==> src/rtl/uart_rx_framer.sv <==
// UART receive framer: 2-flop synchronizer, mid-bit sampling, sticky error flags, valid/ready output.
// Optional parity checking is compiled in with `UART_RX_PARITY_EN (adds parameter PARITY_ODD).
module uart_rx_framer #(
    parameter int CLKS_PER_BIT = 868,
    parameter int DATA_BITS    = 8,
    parameter int STOP_BITS    = 1
`ifdef UART_RX_PARITY_EN
    ,
    parameter int PARITY_ODD   = 0
`endif
) (
    input  logic                 clk,
    input  logic                 reset_b,
    input  logic                 rx_in,
    output logic [DATA_BITS-1:0] rx_data,
    output logic                 rx_valid,
    input  logic                 rx_ready,
    output logic                 frame_err,
    output logic                 parity_err,
    output logic                 overrun_err,
    input  logic                 err_clr
);

    localparam logic [15:0] T_FULL    = 16'(CLKS_PER_BIT);
    localparam logic [15:0] T_HALF    = 16'(CLKS_PER_BIT / 2);
    localparam logic [3:0]  DATA_LAST = 4'(DATA_BITS - 1);
    localparam logic [3:0]  STOP_LAST = 4'(STOP_BITS - 1);
`ifdef UART_RX_PARITY_EN
    localparam logic        PAR_ODD   = 1'(PARITY_ODD);
`endif

    typedef enum logic [2:0] {
        S_IDLE,
        S_START,
        S_DATA,
`ifdef UART_RX_PARITY_EN
        S_PARITY,
`endif
        S_STOP,
        S_DONE
    } state_t;

    state_t               state_q, state_d;
    logic                 sync1_q, sync1_d;
    logic                 sync2_q, sync2_d;
    logic                 prev_q, prev_d;
    logic [1:0]           flush_q, flush_d;
    logic [15:0]          timer_q, timer_d;
    logic [3:0]           bit_cnt_q, bit_cnt_d;
    logic [DATA_BITS-1:0] shreg_q, shreg_d;
    logic [DATA_BITS-1:0] rx_data_q, rx_data_d;
    logic                 rx_valid_q, rx_valid_d;
    logic                 frame_err_q, frame_err_d;
    logic                 overrun_err_q, overrun_err_d;
`ifdef UART_RX_PARITY_EN
    logic                 par_fail_q, par_fail_d;
    logic                 parity_err_q, parity_err_d;
    logic                 parity_set;
`endif
    logic                 fall;
    logic                 expire;
    logic                 done;
    logic                 frame_set;
    logic                 overrun_set;

    // The edge detector only trusts prev_q once the reset-time ones have flushed out of
    // the synchronizer, so a line held low across reset release never looks like a start edge.
    assign fall   = (flush_q == 2'd3) && prev_q && !sync2_q;
    assign expire = (timer_q == 16'd1);

    always_comb begin
        sync1_d     = rx_in;
        sync2_d     = sync1_q;
        prev_d      = sync2_q;
        flush_d     = (flush_q == 2'd3) ? flush_q : flush_q + 2'd1;
        state_d     = state_q;
        timer_d     = timer_q;
        bit_cnt_d   = bit_cnt_q;
        shreg_d     = shreg_q;
        rx_data_d   = rx_data_q;
        done        = 1'b0;
        frame_set   = 1'b0;
`ifdef UART_RX_PARITY_EN
        par_fail_d  = par_fail_q;
        parity_set  = 1'b0;
`endif
        case (state_q)
            S_IDLE: begin
                timer_d   = 16'd0;
                bit_cnt_d = 4'd0;
                if (fall) begin
                    state_d = S_START;
                    timer_d = T_HALF;
                end
            end
            S_START: begin
                if (!expire) begin
                    timer_d = timer_q - 16'd1;
                end else if (!sync2_q) begin
                    state_d   = S_DATA;
                    timer_d   = T_FULL;
                    bit_cnt_d = 4'd0;
`ifdef UART_RX_PARITY_EN
                    par_fail_d = 1'b0;
`endif
                end else begin
                    state_d = S_IDLE;
                    timer_d = 16'd0;
                end
            end
            S_DATA: begin
                if (!expire) begin
                    timer_d = timer_q - 16'd1;
                end else begin
                    timer_d = T_FULL;
                    shreg_d = {sync2_q, shreg_q[DATA_BITS-1:1]};
                    if (bit_cnt_q == DATA_LAST) begin
                        bit_cnt_d = 4'd0;
`ifdef UART_RX_PARITY_EN
                        state_d   = S_PARITY;
`else
                        state_d   = S_STOP;
`endif
                    end else begin
                        bit_cnt_d = bit_cnt_q + 4'd1;
                    end
                end
            end
`ifdef UART_RX_PARITY_EN
            S_PARITY: begin
                if (!expire) begin
                    timer_d = timer_q - 16'd1;
                end else begin
                    timer_d = T_FULL;
                    state_d = S_STOP;
                    if (sync2_q != ((^shreg_q) ^ PAR_ODD)) begin
                        par_fail_d = 1'b1;
                    end
                end
            end
`endif
            S_STOP: begin
                if (!expire) begin
                    timer_d = timer_q - 16'd1;
                end else begin
                    timer_d   = T_FULL;
                    frame_set = !sync2_q;
                    if (bit_cnt_q == STOP_LAST) begin
                        bit_cnt_d = 4'd0;
                        state_d   = S_DONE;
                    end else begin
                        bit_cnt_d = bit_cnt_q + 4'd1;
                    end
                end
            end
            S_DONE: begin
                done      = 1'b1;
                rx_data_d = shreg_q;
`ifdef UART_RX_PARITY_EN
                parity_set = par_fail_q;
`endif
                // A start edge landing in this cycle is taken right away rather than lost.
                if (fall) begin
                    state_d = S_START;
                    timer_d = T_HALF;
                end else begin
                    state_d = S_IDLE;
                    timer_d = 16'd0;
                end
            end
            default: begin
                state_d   = S_IDLE;
                timer_d   = 16'd0;
                bit_cnt_d = 4'd0;
            end
        endcase

        overrun_set   = done && rx_valid_q && !rx_ready;
        rx_valid_d    = done || (rx_valid_q && !rx_ready);
        frame_err_d   = frame_set || (frame_err_q && !err_clr);
        overrun_err_d = overrun_set || (overrun_err_q && !err_clr);
`ifdef UART_RX_PARITY_EN
        parity_err_d  = parity_set || (parity_err_q && !err_clr);
`endif
    end

    always_ff @(posedge clk or negedge reset_b) begin
        if (!reset_b) begin
            state_q       <= S_IDLE;
            sync1_q       <= 1'b1;
            sync2_q       <= 1'b1;
            prev_q        <= 1'b1;
            flush_q       <= 2'd0;
            timer_q       <= 16'd0;
            bit_cnt_q     <= 4'd0;
            shreg_q       <= '0;
            rx_data_q     <= '0;
            rx_valid_q    <= 1'b0;
            frame_err_q   <= 1'b0;
            overrun_err_q <= 1'b0;
`ifdef UART_RX_PARITY_EN
            par_fail_q    <= 1'b0;
            parity_err_q  <= 1'b0;
`endif
        end else begin
            state_q       <= state_d;
            sync1_q       <= sync1_d;
            sync2_q       <= sync2_d;
            prev_q        <= prev_d;
            flush_q       <= flush_d;
            timer_q       <= timer_d;
            bit_cnt_q     <= bit_cnt_d;
            shreg_q       <= shreg_d;
            rx_data_q     <= rx_data_d;
            rx_valid_q    <= rx_valid_d;
            frame_err_q   <= frame_err_d;
            overrun_err_q <= overrun_err_d;
`ifdef UART_RX_PARITY_EN
            par_fail_q    <= par_fail_d;
            parity_err_q  <= parity_err_d;
`endif
        end
    end

    assign rx_data     = rx_data_q;
    assign rx_valid    = rx_valid_q;
    assign frame_err   = frame_err_q;
    assign overrun_err = overrun_err_q;
`ifdef UART_RX_PARITY_EN
    assign parity_err  = parity_err_q;
`else
    assign parity_err  = 1'b0;
`endif

endmodule

==> config.mk <==
export PLATFORM = sky130hd
export DESIGN_NAME = uart_rx_framer
export DESIGN_NICKNAME = d
export VERILOG_FILES = /design/src/rtl/uart_rx_framer.sv
export SDC_FILE = /design/constraint.sdc
export NUM_CORES = 1
export LEC_CHECK = 0
export BUFFER_PORTS_ARGS = -buffer_cell sky130_fd_sc_hd__buf_2
export CAP_MARGIN = 20
export CORE_MARGIN = 1.5
export CORE_UTILIZATION = 40
export CTS_BUF_LIST = sky130_fd_sc_hd__clkbuf_16
export CTS_CLUSTER_SIZE = 30
export DETAILED_ROUTE_END_ITERATION = 16
export PLACE_DENSITY = 0.54
export SETUP_SLACK_MARGIN = 0.05
export SLEW_MARGIN = 10
export SYNTH_ARGS = -nofsm -noshare
export SYNTH_HDL_FRONTEND = slang
export SYNTH_SLANG_ARGS = --single-unit
==> constraint.sdc <==
create_clock -name clk -period 2.7 [get_ports clk]
set_input_delay 0.675 -clock clk [delete_from_list [all_inputs] [get_ports clk]]
set_output_delay 0.675 -clock clk [all_outputs]
set_load 0.1 [all_outputs]
==> impl_results.md <==
* Met2 routed wirelength at 2.12 mm
* Setup violators final at 0
* Final HPWL DP at around 3.4 mm
* Clk Latency, worst-skew pair at about 0.28 ns
* Critical path required time at 2.87 ns
* Post-synth EDFFs at 0
* Final Max Slew Viols at 0
* Fmax at 466 MHz
* Yosys top cell by area: dfrtp_1
* Unrepaired setup endpoints after global routing: no
* Global route overflow at 0
* Mapped cell area at ~2300 um2
* Global Route Usage Sum at 0.161
* Vias/cell at 5.57
* Total power at about 2.3 mW
* DRT iter0 DRCs at 129
* Post-Synth Simple-Gate Area at 0.175
* Avg Inst Size Synth at 11.4 um2
* WL met1 at 2.31 mm
* Top cells by area, synth: dfrtp_1, mux2_4, mux2_2
* Max Cap Viol at 0
* Static leakage at 1.25 nW
* Synth Area in Adders at 0.0269
* Post-CTS Setup Inserts at 0
* Initial core utilization at 0.419
* Status: finished, final reports clean
* Share of the synthesized area in the top cell type at 0.474
* Top_reg_cell synth: dfrtp_1
* HP Class: input pin to async pin
* Pwr dens at 860 nW/um2
* Worst hold slack at 0.345 ns
* Top Ports at 17
* Setup CP Type: flop to flop
* Post-Route WL at 4.63 mm
* Vias in the first global route at 1629
* Critical path fanouts, max at 9
* Register area share after synthesis at 0.508
* Max rail drop VDD at 0.000374 V
* Hold Fails Final Rpt at 0
* Mapped Cells at slightly above 200
* Core ar. at 5540 um2
* Final Cycle Share at 0.795
* Fin crit period at 2.15 ns
* Clk slew on worst S/H paths at roughly 0.070 ns
* Num CTS Buffers at 5
* Die extent in x at between 70 and 80 um
* N_diodes at 0
* Commonest cells after routing, fill and taps aside: dfrtp_1, buf_2, o21ai_0
* First-pass DRT Iterations at 4
* Multiplexer area fraction after synthesis at 0.104
* Async SR Flop Fraction at 1.00
* Largest net degree at the start of global routing at 22
* First-pass GRT wire length at 7.92 mm
* Area grow syn2layout at 14.7%
* Syn Nets at 213
* Die area at 6270 um2
* CP Launch Type: flop
* Setup TNS at 0 ns
* # rows at 27
* DR WL/cell at 15.6 um
* Routed via count at 1648
* Most common cell after layout, fill and taps aside: dfrtp_1
* Max layer used: met4
* Post-cts resize count at 0
* Ys Warns at 0
* CTS HTree Levels at 2
* Number of remaining DRC errors at 0
* Yosys reg bits at 47
* Synth Area in Compound Gates at 0.128
* CTS sink cnt at 47
* Share of post-route cells with drive strength above 1 at 0.286
* Longest Clk Path Bufs at 2
* Post-synth cell types at 58
* Met3 wire length at 164 um
* Initial antenna violation count at 0
* Largest family of logic cells by synthesized area: simple AND/OR/NAND/NOR gates
* Clock root cell: clkbuf_16
* Nets at 233
* Worst Path Arrival at about 2.3 ns
* Layout Utilization at 0.481
* Final Skew at 0.00683 ns
* Routability congestion estimate at 0.814
* CTS tree: yes
* ANT nets after route at 0
* Nature of the critical path endpoint: flop
* XOR/XNOR Fraction of Synth Area at 0.0189
* Chip Height at 79.2 um
* Cts hold-fix bufs at 0
* IO Port Bufs at 15
==> cell type report <==
type	count	area (um2)
Fill cell	512	2880
Timing Repair Buffer	22	128
Multi-Input combinational cell	136	1050
Tap cell	72	90.1
Clock inverter	3	43.8
Sequential cell	47	1180
Inverter	11	41.3
Clock buffer	5	125
==> flip-flops by register name, summed over array words and instances (netlist names), 2 cells and up <==
signal	flops
flush_q	2
state_q	3
timer_q	16
shreg_q	8
rx_data	8
bit_cnt_q	4
==> path summary, 6_finish.rpt <==
check	end	from	cells past startpoint	slack [ns]
hold reg to reg	prev_d$_DFF_PN1_	sync1_q$_DFF_PN1_	0	0.36
hold / removal	rx_data[0]$_DFFE_PN0P_	reset_b	1	0.35
setup reg to reg	shreg_q[6]$_DFFE_PN0P_	timer_q[3]$_DFF_PN0_	4	0.55
max in group asynchronous	timer_q[7]$_DFF_PN0_	reset_b	2	1.74
setup / recovery	shreg_q[6]$_DFFE_PN0P_	timer_q[3]$_DFF_PN0_	4	0.55
min in group clk	prev_d$_DFF_PN1_	sync1_q$_DFF_PN1_	0	0.36
==> metal layers <==
| layer | GRT usage | up-vias |
|---|---|---|
| li1 | - | 790 |
| met1 | 0.241 | 821 |
| met2 | 0.235 | 32 |
| met3 | 0.0276 | 5 |
| met4 | 0.0526 | 0 |
| met5 | 0 | - |
==> Yosys cell counts (2+ instances only) <==
cell and number:
dfrtp_1 44, o21ai_0 13, inv_1 11, mux2_2 9
a21oi_1 8, mux2_4 8, nand2_1 8, nand3_1 7
nand4_1 7, nor2_1 7, clkbuf_1 5, ha_1 5
o31ai_1 5, dfstp_2 3, nor3_1 3, or3_1 3
or4_1 3, xnor2_1 3, a31o_2 2, a41oi_1 2
and3b_1 2, mux2i_1 2, nand2b_1 2, o211ai_1 2
o21a_1 2, o41ai_1 2, or3_2 2, or3b_2 2
xor2_1 2
==> critical path: stages, from the launching register on <==
cell	delay (ns)
dfrtp_1	0.44
nor4_4	0.38
nand4_4	0.20
or4_4	0.66
mux2_4	0.33
==> through the flow <==
| step | setup slack (ns) | cell area (um2) | cells |
|---|---|---|---|
| after floorplan | 0.539 | 2320 | 203 |
| after global placement | 0.632 | 2490 | 288 |
| after detailed placement | 0.549 | 2490 | 288 |
| after CTS | 0.531 | 2660 | 296 |
| after global routing | 0.466 | 2660 | 296 |
| final | 0.553 | 2660 | 296 |
==> where the power goes <==
| part | switching, mW | internal [mW] | leakage (nW) |
|---|---|---|---|
| Combinational | 0.347 | 0.247 | 0.556 |
| Sequential | 0.164 | 0.838 | 0.606 |
| Clock | 0.258 | 0.436 | 0.0838 |
==> cells by family (layout without fill, tap and decap cells) <==
kind of cell,after synthesis,in the layout
fa+ha+maj,5,5
other cells,1,1
buf+inv,20,41
mux,19,19
simple gates,61,61
flops,47,47
xor+xnor,5,5
compound gates,45,45
(Power assumes the default switching activity.)
